**src/rtl/alu_arbiter.sv**
```systemverilog
// alu_arbiter: round-robin share of one combinational ALU between two requesters,
// with a registered, backpressurable response channel tagged by requester id.
module alu #(
  parameter int WIDTH = 32
) (
  input  logic [3:0]       op,
  input  logic [WIDTH-1:0] a,
  input  logic [WIDTH-1:0] b,
  output logic [WIDTH-1:0] y,
  output logic             carry,
  output logic             overflow,
  output logic             zero,
  output logic             negative
);
  localparam int SW = $clog2(WIDTH);
  logic             sub, arith;
  logic [WIDTH-1:0] bx, sra;
  logic [WIDTH:0]   sum;
  assign sra = $signed(a) >>> b[SW-1:0];
  always_comb begin
    sub      = op == 4'h1;
    arith    = op == 4'h0 || sub;
    bx       = sub ? ~b : b;
    sum      = {1'b0, a} + {1'b0, bx} + (WIDTH+1)'(sub);
    y        = arith      ? sum[WIDTH-1:0] :
               op == 4'h2 ? a & b :
               op == 4'h3 ? a | b :
               op == 4'h4 ? a ^ b :
               op == 4'h5 ? a << b[SW-1:0] :
               op == 4'h6 ? a >> b[SW-1:0] :
               op == 4'h7 ? sra : '0;
    carry    = arith & sum[WIDTH];
    overflow = arith & (a[WIDTH-1] == bx[WIDTH-1]) & (sum[WIDTH-1] != a[WIDTH-1]);
    zero     = y == '0;
    negative = y[WIDTH-1];
  end
endmodule

module alu_arbiter #(
  parameter int WIDTH = 32
) (
  input  logic             clk,
  input  logic             rst_n,
  input  logic             req0_valid,
  output logic             req0_ready,
  input  logic [3:0]       req0_op,
  input  logic [WIDTH-1:0] req0_a,
  input  logic [WIDTH-1:0] req0_b,
  input  logic             req1_valid,
  output logic             req1_ready,
  input  logic [3:0]       req1_op,
  input  logic [WIDTH-1:0] req1_a,
  input  logic [WIDTH-1:0] req1_b,
  output logic             resp_valid,
  input  logic             resp_ready,
  output logic             resp_id,
  output logic [WIDTH-1:0] resp_y,
  output logic             resp_carry,
  output logic             resp_overflow,
  output logic             resp_zero,
  output logic             resp_negative,
  output logic             resp_err,
  output logic             busy
);
  typedef enum logic [1:0] {IDLE, EXEC, RESP} state_t;
  state_t           state_q, state_d;
  logic             last_q, last_d, id_q, id_d, rv_q, rv_d, rid_q, rid_d;
  logic             c_q, c_d, v_q, v_d, z_q, z_d, n_q, n_d, err_q, err_d;
  logic [3:0]       op_q, op_d;
  logic [WIDTH-1:0] a_q, a_d, b_q, b_d, y_q, y_d, alu_y;
  logic             alu_c, alu_v, alu_z, alu_n, gnt, acc, exec, ill;

  alu #(.WIDTH(WIDTH)) u_alu (
    .op(op_q), .a(a_q), .b(b_q), .y(alu_y),
    .carry(alu_c), .overflow(alu_v), .zero(alu_z), .negative(alu_n)
  );

  // On a tie the requester that did not win last time is granted.
  always_comb begin
    gnt = (req0_valid & req1_valid) ? ~last_q : req1_valid;
    acc = state_q == IDLE && (gnt ? req1_valid : req0_valid);
  end

  always_comb begin
    state_d = state_q == IDLE ? (acc ? EXEC : IDLE) :
              state_q == EXEC ? RESP :
              (resp_ready ? IDLE : RESP);
  end

  always_comb begin
    req0_ready = state_q == IDLE && !gnt;
    req1_ready = state_q == IDLE && gnt;
    busy       = state_q != IDLE;
  end

  always_comb begin
    exec   = state_q == EXEC;
    ill    = op_q[3];
    last_d = acc ? gnt : last_q;
    id_d   = acc ? gnt : id_q;
    op_d   = acc ? (gnt ? req1_op : req0_op) : op_q;
    a_d    = acc ? (gnt ? req1_a : req0_a) : a_q;
    b_d    = acc ? (gnt ? req1_b : req0_b) : b_q;
    rv_d   = exec | (rv_q & ~resp_ready);
    rid_d  = exec ? id_q : rid_q;
    y_d    = exec ? (ill ? '0 : alu_y) : y_q;
    c_d    = exec ? alu_c & ~ill : c_q;
    v_d    = exec ? alu_v & ~ill : v_q;
    z_d    = exec ? alu_z & ~ill : z_q;
    n_d    = exec ? alu_n & ~ill : n_q;
    err_d  = exec ? ill : err_q;
  end

  always_ff @(posedge clk or negedge rst_n) begin
    if (!rst_n) begin
      state_q <= IDLE;
      last_q  <= 1'b1;
      id_q    <= 1'b0;
      op_q    <= '0;
      a_q     <= '0;
      b_q     <= '0;
      rv_q    <= 1'b0;
      rid_q   <= 1'b0;
      y_q     <= '0;
      c_q     <= 1'b0;
      v_q     <= 1'b0;
      z_q     <= 1'b0;
      n_q     <= 1'b0;
      err_q   <= 1'b0;
    end else begin
      state_q <= state_d;
      last_q  <= last_d;
      id_q    <= id_d;
      op_q    <= op_d;
      a_q     <= a_d;
      b_q     <= b_d;
      rv_q    <= rv_d;
      rid_q   <= rid_d;
      y_q     <= y_d;
      c_q     <= c_d;
      v_q     <= v_d;
      z_q     <= z_d;
      n_q     <= n_d;
      err_q   <= err_d;
    end
  end

  assign resp_valid    = rv_q;
  assign resp_id       = rid_q;
  assign resp_y        = y_q;
  assign resp_carry    = c_q;
  assign resp_overflow = v_q;
  assign resp_zero     = z_q;
  assign resp_negative = n_q;
  assign resp_err      = err_q;
endmodule

```
**config.mk**
```make
export PLATFORM = sky130hd
export DESIGN_NAME = alu_arbiter
export DESIGN_NICKNAME = d
export VERILOG_FILES = /design/src/rtl/alu_arbiter.sv
export SDC_FILE = /design/constraint.sdc
export NUM_CORES = 1
export LEC_CHECK = 0
export CELL_PAD_IN_SITES_DETAIL_PLACEMENT = 2
export CELL_PAD_IN_SITES_GLOBAL_PLACEMENT = 2
export CORE_MARGIN = 5
export CORE_UTILIZATION = 35
export CTS_BUF_LIST = sky130_fd_sc_hd__clkbuf_4 sky130_fd_sc_hd__clkbuf_8
export DETAILED_ROUTE_END_ITERATION = 16
export GPL_TIMING_DRIVEN = 0
export HOLD_SLACK_MARGIN = 0.15
export PLACE_DENSITY = 0.86
export SYNTH_ARGS = -nofsm -noshare
export SYNTH_HDL_FRONTEND = slang
export SYNTH_SLANG_ARGS = --single-unit
```
**constraint.sdc**
```tcl
create_clock -name clk -period 13.2 [get_ports clk]
set_input_delay 3.96 -clock clk [delete_from_list [all_inputs] [get_ports clk]]
set_output_delay 3.96 -clock clk [all_outputs]
set_load 0.1 [all_outputs]
```
; ---- After elaboration in Yosys (flattened, before gate mapping)
; Cells that the tools add are included.
[totals]
reg_bits = 111
inputBits = 141
output_inout_bits = 42
wordCells = 73
[classes]
add_sub_neg = 2
eq_ne = 10
n_shift = 3
mux = 18
bitwise = 17
n_reduce_logical = 9
[ops]
columns = op, n
row1 = two-way mux 32 bit, 11
row2 = adder 32 x 32 -> 33 bit, 1
row3 = adder 33 x 1 -> 33 bit, 1
row4 = bitwise AND 32 bit, 1
row5 = logical NOT 32 bit, 1
row6 = NOT 32 bit, 1
row7 = bitwise OR 32 bit, 1
row8 = << shifter 32 x 5 -> 32 bit, 1
row9 = right shift 32 x 5 -> 32 bit, 1
row10 = >>> shifter 32 x 5 -> 32 bit, 1
row11 = bitwise XOR 32 bit, 1
row12 = equality test 4 x 3 -> 1 bit (second input constant), 4
row13 = bitwise AND 1 bit, 9
row14 = equality test 4 x 2 -> 1 bit (second input constant), 2
row15 = two-way mux 2 bit, 3
row16 = equality test 4 x 1 -> 1 bit (second input constant), 1
row17 = logical NOT 4 bit, 1
row18 = two-way mux 4 bit, 1
row19 = logical AND 1 bit, 3
row20 = two-way mux 1 bit, 3
row21 = NOT 1 bit, 3
row22 = equality test 2 x 1 -> 1 bit (second input constant), 1
row23 = logical NOT 2 bit, 1
row24 = nonzero test 2 bit, 1
row25 = 5 further kinds, 5

; ---- Depth between registers and ports, before layout
; Gate-level depths: netlist of the first run.
[logic_depth]
depth_word = 10
mapped_depth = 18
ltp_nobuf = 14

; ---- Hierarchy
; Synthesis of the first run repeated with hierarchy kept, for this count alone.
[unflattened]
cells_unflattened = 1642
area_unflattened_um2 = 14796.7
[modules_own_cells]
columns = module, instances, cells_each, area_per_inst_um2, seq_area_each_um2
row1 = alu, 1, 1243, 9095.0, 0.0
row2 = alu_arbiter, 1, 399, 5701.7, 2778.9

; ---- Least setup slack after synthesis of the first run
; Ideal clock, no wire load.
[synth_timing]
path_type = in2out
startpoint = input port req1_valid
endpoint = output port req0_ready
arrival_time_ns = 5.815
required_ns = 9.240
setup_slack_ns = 3.425
stages = 4
n_path_buf = 2
cell_sequence = a21boi_0 -> clkbuf_1 -> buf_1 -> nor2_1
[synth_via]
elab_chain_cells = 4
[synth_rtl]
columns = element, line
row1 = "start, declared", 49  ; input logic req1_valid,
row2 = bitwise AND 1 bit, 80  ; gnt = (req0_valid & req1_valid) ? ~last_q : req1_valid;
row3 = two-way mux 1 bit *, 80
row4 = logical NOT 1 bit *, 91  ; req0_ready = state_q == IDLE && !gnt;
row5 = logical AND 1 bit *, 91
row6 = "end, declared", 45  ; output logic req0_ready,
; Mark *: on every way between the ends. The rest lies on a longest branch, timed or not.

; ---- Worst setup path after layout of the first run
[layout_timing]
startpoint = input port req1_valid
endpoint = output port req1_ready
[layout_via]
elab_chain_cells = 3
[layout_rtl]
columns = element, line
row1 = bitwise AND 1 bit, 80
row2 = two-way mux 1 bit *, 80
row3 = logical AND 1 bit *, 92  ; req1_ready = state_q == IDLE && gnt;
row4 = "end, declared", 50  ; output logic req1_ready,
; Marked as above.

==> results of run 1 <==
-- layer usage --
metal | share of wire | vias up | routed length (um)
met1 | 0.38 | 8550 | 36200
met5 | 0.00044 | - | 42
li1 | - | 6757 | -
met2 | 0.42 | 1195 | 39900
met3 | 0.11 | 345 | 10800
met4 | 0.082 | 6 | 7770
-- registers in the layout (all words and copies together), names as in the netlist --
name / count
resp_id: 1
resp_valid: 1
resp_y: 32
resp_overflow: 1
op_q: 4
resp_carry: 1
id_q: 1
resp_err: 1
a_q: 32
resp_zero: 1
b_q: 32
last_q: 1
state_q: 2
-- layout make-up --
class,count,area share
Inverter,76,0.0169
Antenna cell,1,0.000149
Sequential cell,110,0.163
Tap cell,525,0.0390
Clock buffer,9,0.00735
Timing Repair Buffer,186,0.111
Multi-Input combinational cell,1376,0.614
Clock inverter,7,0.00475
Buffer,161,0.0437
-- worst max path at each step --
stage	startpoint	end	slack, ns
final	req1_valid	req1_ready	2.00
after global routing	req1_valid	req1_ready	1.93
after CTS	req1_valid	req1_ready	2.01
after detailed placement	req1_valid	req1_ready	2.04
after global placement	req1_valid	req1_ready	2.23
after floorplan	req1_valid	req0_ready	3.43
-- cells in the final DEF (no fill, tap or decap), drive strengths merged, types with 8 or more instances in the layout --
cell type      instances
o221ai                16
a21oi                 94
buf                   59
o211ai                16
mux4                  63
and2                  15
a31oi                 25
a211oi                22
a21o                  21
nor4                   8
nor2b                 17
mux2                  29
dfrtp                109
a211o                  9
and3                  12
xnor2                 38
a311oi                 9
nand2                227
a221oi                 8
a22oi                 10
nor3                  24
xor2                  10
nor2                  94
clkbuf               116
nand2b                13
ha                   103
mux2i                118
o22ai                 15
o21ai                174
inv                   78
clkdlybuf4s50        181
nand4                 15
nand3                 46
-- worst max-delay path, delay by kind of cell --
| family | cells | cell delay, ns |
|---|---|---|
| AND/OR/NAND/NOR | 1 | 0.28 |
| buffers and inverters | 4 | 2.77 |
| AO/OA/AOI/OAI | 1 | 0.20 |
-- stage by stage --
step	util	setup slack, ns	std cells
after floorplan	-	3.43	1723
after global placement	0.416	2.23	2430
after detailed placement	0.418	2.04	2434
after CTS	0.423	2.01	2450
after global routing	0.423	1.93	2450
final	0.423	2.00	2451
-- cells by family (layout without fill, tap and decap cells) --
group                      count (synthesis)  count (layout)  synth area share
and+or+nand+nor                          504             504             0.166
AOI/OAI and AO/OA                        510             510             0.235
other                                      0               1                 0
xor gates and xnor gates                  48              48            0.0298
muxes                                    210             210             0.209
adders and majority gates                104             104            0.0928
buffers and inverters                    237             439            0.0725
DFF                                      110             110             0.195
==> metrics.cfg, run 1 <==
[route]
drtIter0Drc = 2123
wl_per_cell_um = 38.6
dr.pass1.iters = 5
vias = 16900
ant_nets = 0
post-route-drc-count = 0
avgViaCountPerCell = 6.88
wl_mm = 94.7

[final_layout]
fin_area_um2 = 16800
layout-drive-gt1-share = 0.0894
multi_input_area_um2 = 10300
area_delta_synth_final_pct = 19.5
nFillCells = 4518
final_nets = 2165
register_area_um2 = 2750

[worst_hold_path]
hold_path_class = reg -> reg
whs_path_depth = 2
hold_path_end = resp_y[8]$_DFFE_PN0P_
min-delay-start = resp_y[8]$_DFFE_PN0P_

[setup_path]
path_cells = clkdlybuf4s50_1 > a21boi_0 > clkbuf_1 > buf_1 > and2_1 > clkdlybuf4s50_1
rrSetupSlack_ns = 6.74
cp_slowest_stage_delay_ns = 1.17
path_max_fanout = 10
cp.arrival_ns = 7.24
worstSetupPathType = in -> out
crit_path_end_kind = primary output
crit_top_cell = clkdlybuf4s50_1
reg2reg_from = b_q[3]$_DFFE_PN0P_
crit_slowest_cell = clkdlybuf4s50_1
reg2regPathDepth = 16
startpoint_type = primary input
cp_data_required_time_ns = 9.24
r2r-end = resp_zero$_DFFE_PN0P_

[yosys]
yosysTopAreaCell = dfrtp_1
syn_area_um2 = 14100
synth.area.top_cells = dfrtp_1 19%, mux4_2 9.4%, ha_1 9.1%, mux2i_1 8.4%, nand2_1 6.0%
yosys_register_bits = 110
syn_avg_cell_area_um2 = 8.18
yosysWarnings = 0
ys.flop_type = dfrtp_1
async_flop_share = 1.00
synth_common_cells = 227 x nand2_1, 168 x o21ai_0, 118 x mux2i_1
ys_seq_area_frac = 0.195
yosys.cell_types.count = 92
syn-num-nets = 1968
synth_cells = 1723
post-synth-top-count-cell = nand2_1
synth_top_area_share = 0.193
synth_edf_count = 0

[floorplan]
pin_count = 183
rows = 73
dieHeight_um = 211
dieArea_um2 = 44400
start_util = 0.354
die_width_um = 211
core_area_um2 = 39800

[grt]
antenna_found_initial = 6
grt_overflow = 0
grt_busiest_layer = met2
grtUsageMet2 = 0.621
grt_use_met1 = 0.520
grt_pass1_vias = 17600
met3_usage = 0.132
grt_use_total = 0.415
grt_pass1_wl_mm = 132
grt_max_degree = 64

[cts]
cts-root-buf = clkbuf_8
clk_latency_ns = 0.49
cts_buffers = 9
clk_path_buf_depth = 2
ctsHoldBuffers = 0
cts_htree_levels = 3
cts_resized = 0
cts_tree = built
cts_setup_buffers = 0
clk_pin_slew_ns = 0.11
clkSinkCount = 110

[placement]
io_buffers = 182
place.gp.congestion = 1.05
dpl_cell_area_um2 = 16600
detailed_place_hpwl_mm = 76.5

[sta]
worst_slew_pin_slew_ns = 1.49
hold_ws_ns = 0.499
period_needed_ns = 11.20
drv_slew = 1
setup_violations = 0
timing.fmax_mhz = 89.3
tns_ns = 0
hold_viol_final = 0
rsz0062_at_grt = no
skew_ns = 0.0341
slew_headroom = -0.00584
post-route-period-util = 0.848

[outcome]
status = finished with violations
violations = capacitance limit, slew limit

[flow_run]
drv_cap = 1

Power of run 1 is not shown: default switching activity piles up to over one toggle a cycle in this logic, so the estimate is an artifact.
==> run 2: changes to the inputs <==
==> constraint.sdc (replaced) <==
create_clock -name clk -period 11.45 [get_ports clk]
set_input_delay 3.435 -clock clk [delete_from_list [all_inputs] [get_ports clk]]
set_output_delay 3.435 -clock clk [all_outputs]
set_load 0.1 [all_outputs]
==> results of run 2 <==
Same layout as run 1 (identical final DEF). Status: finished with violations: capacitance limit, slew limit.
Among the figures that moved: setup slack after placement 2.04 ns -> 1.34 ns; setup slack after layout 2.00 ns -> 1.30 ns; register-to-register setup slack 6.74 ns -> 4.99 ns
Power of run 2 is left out for the same reason.
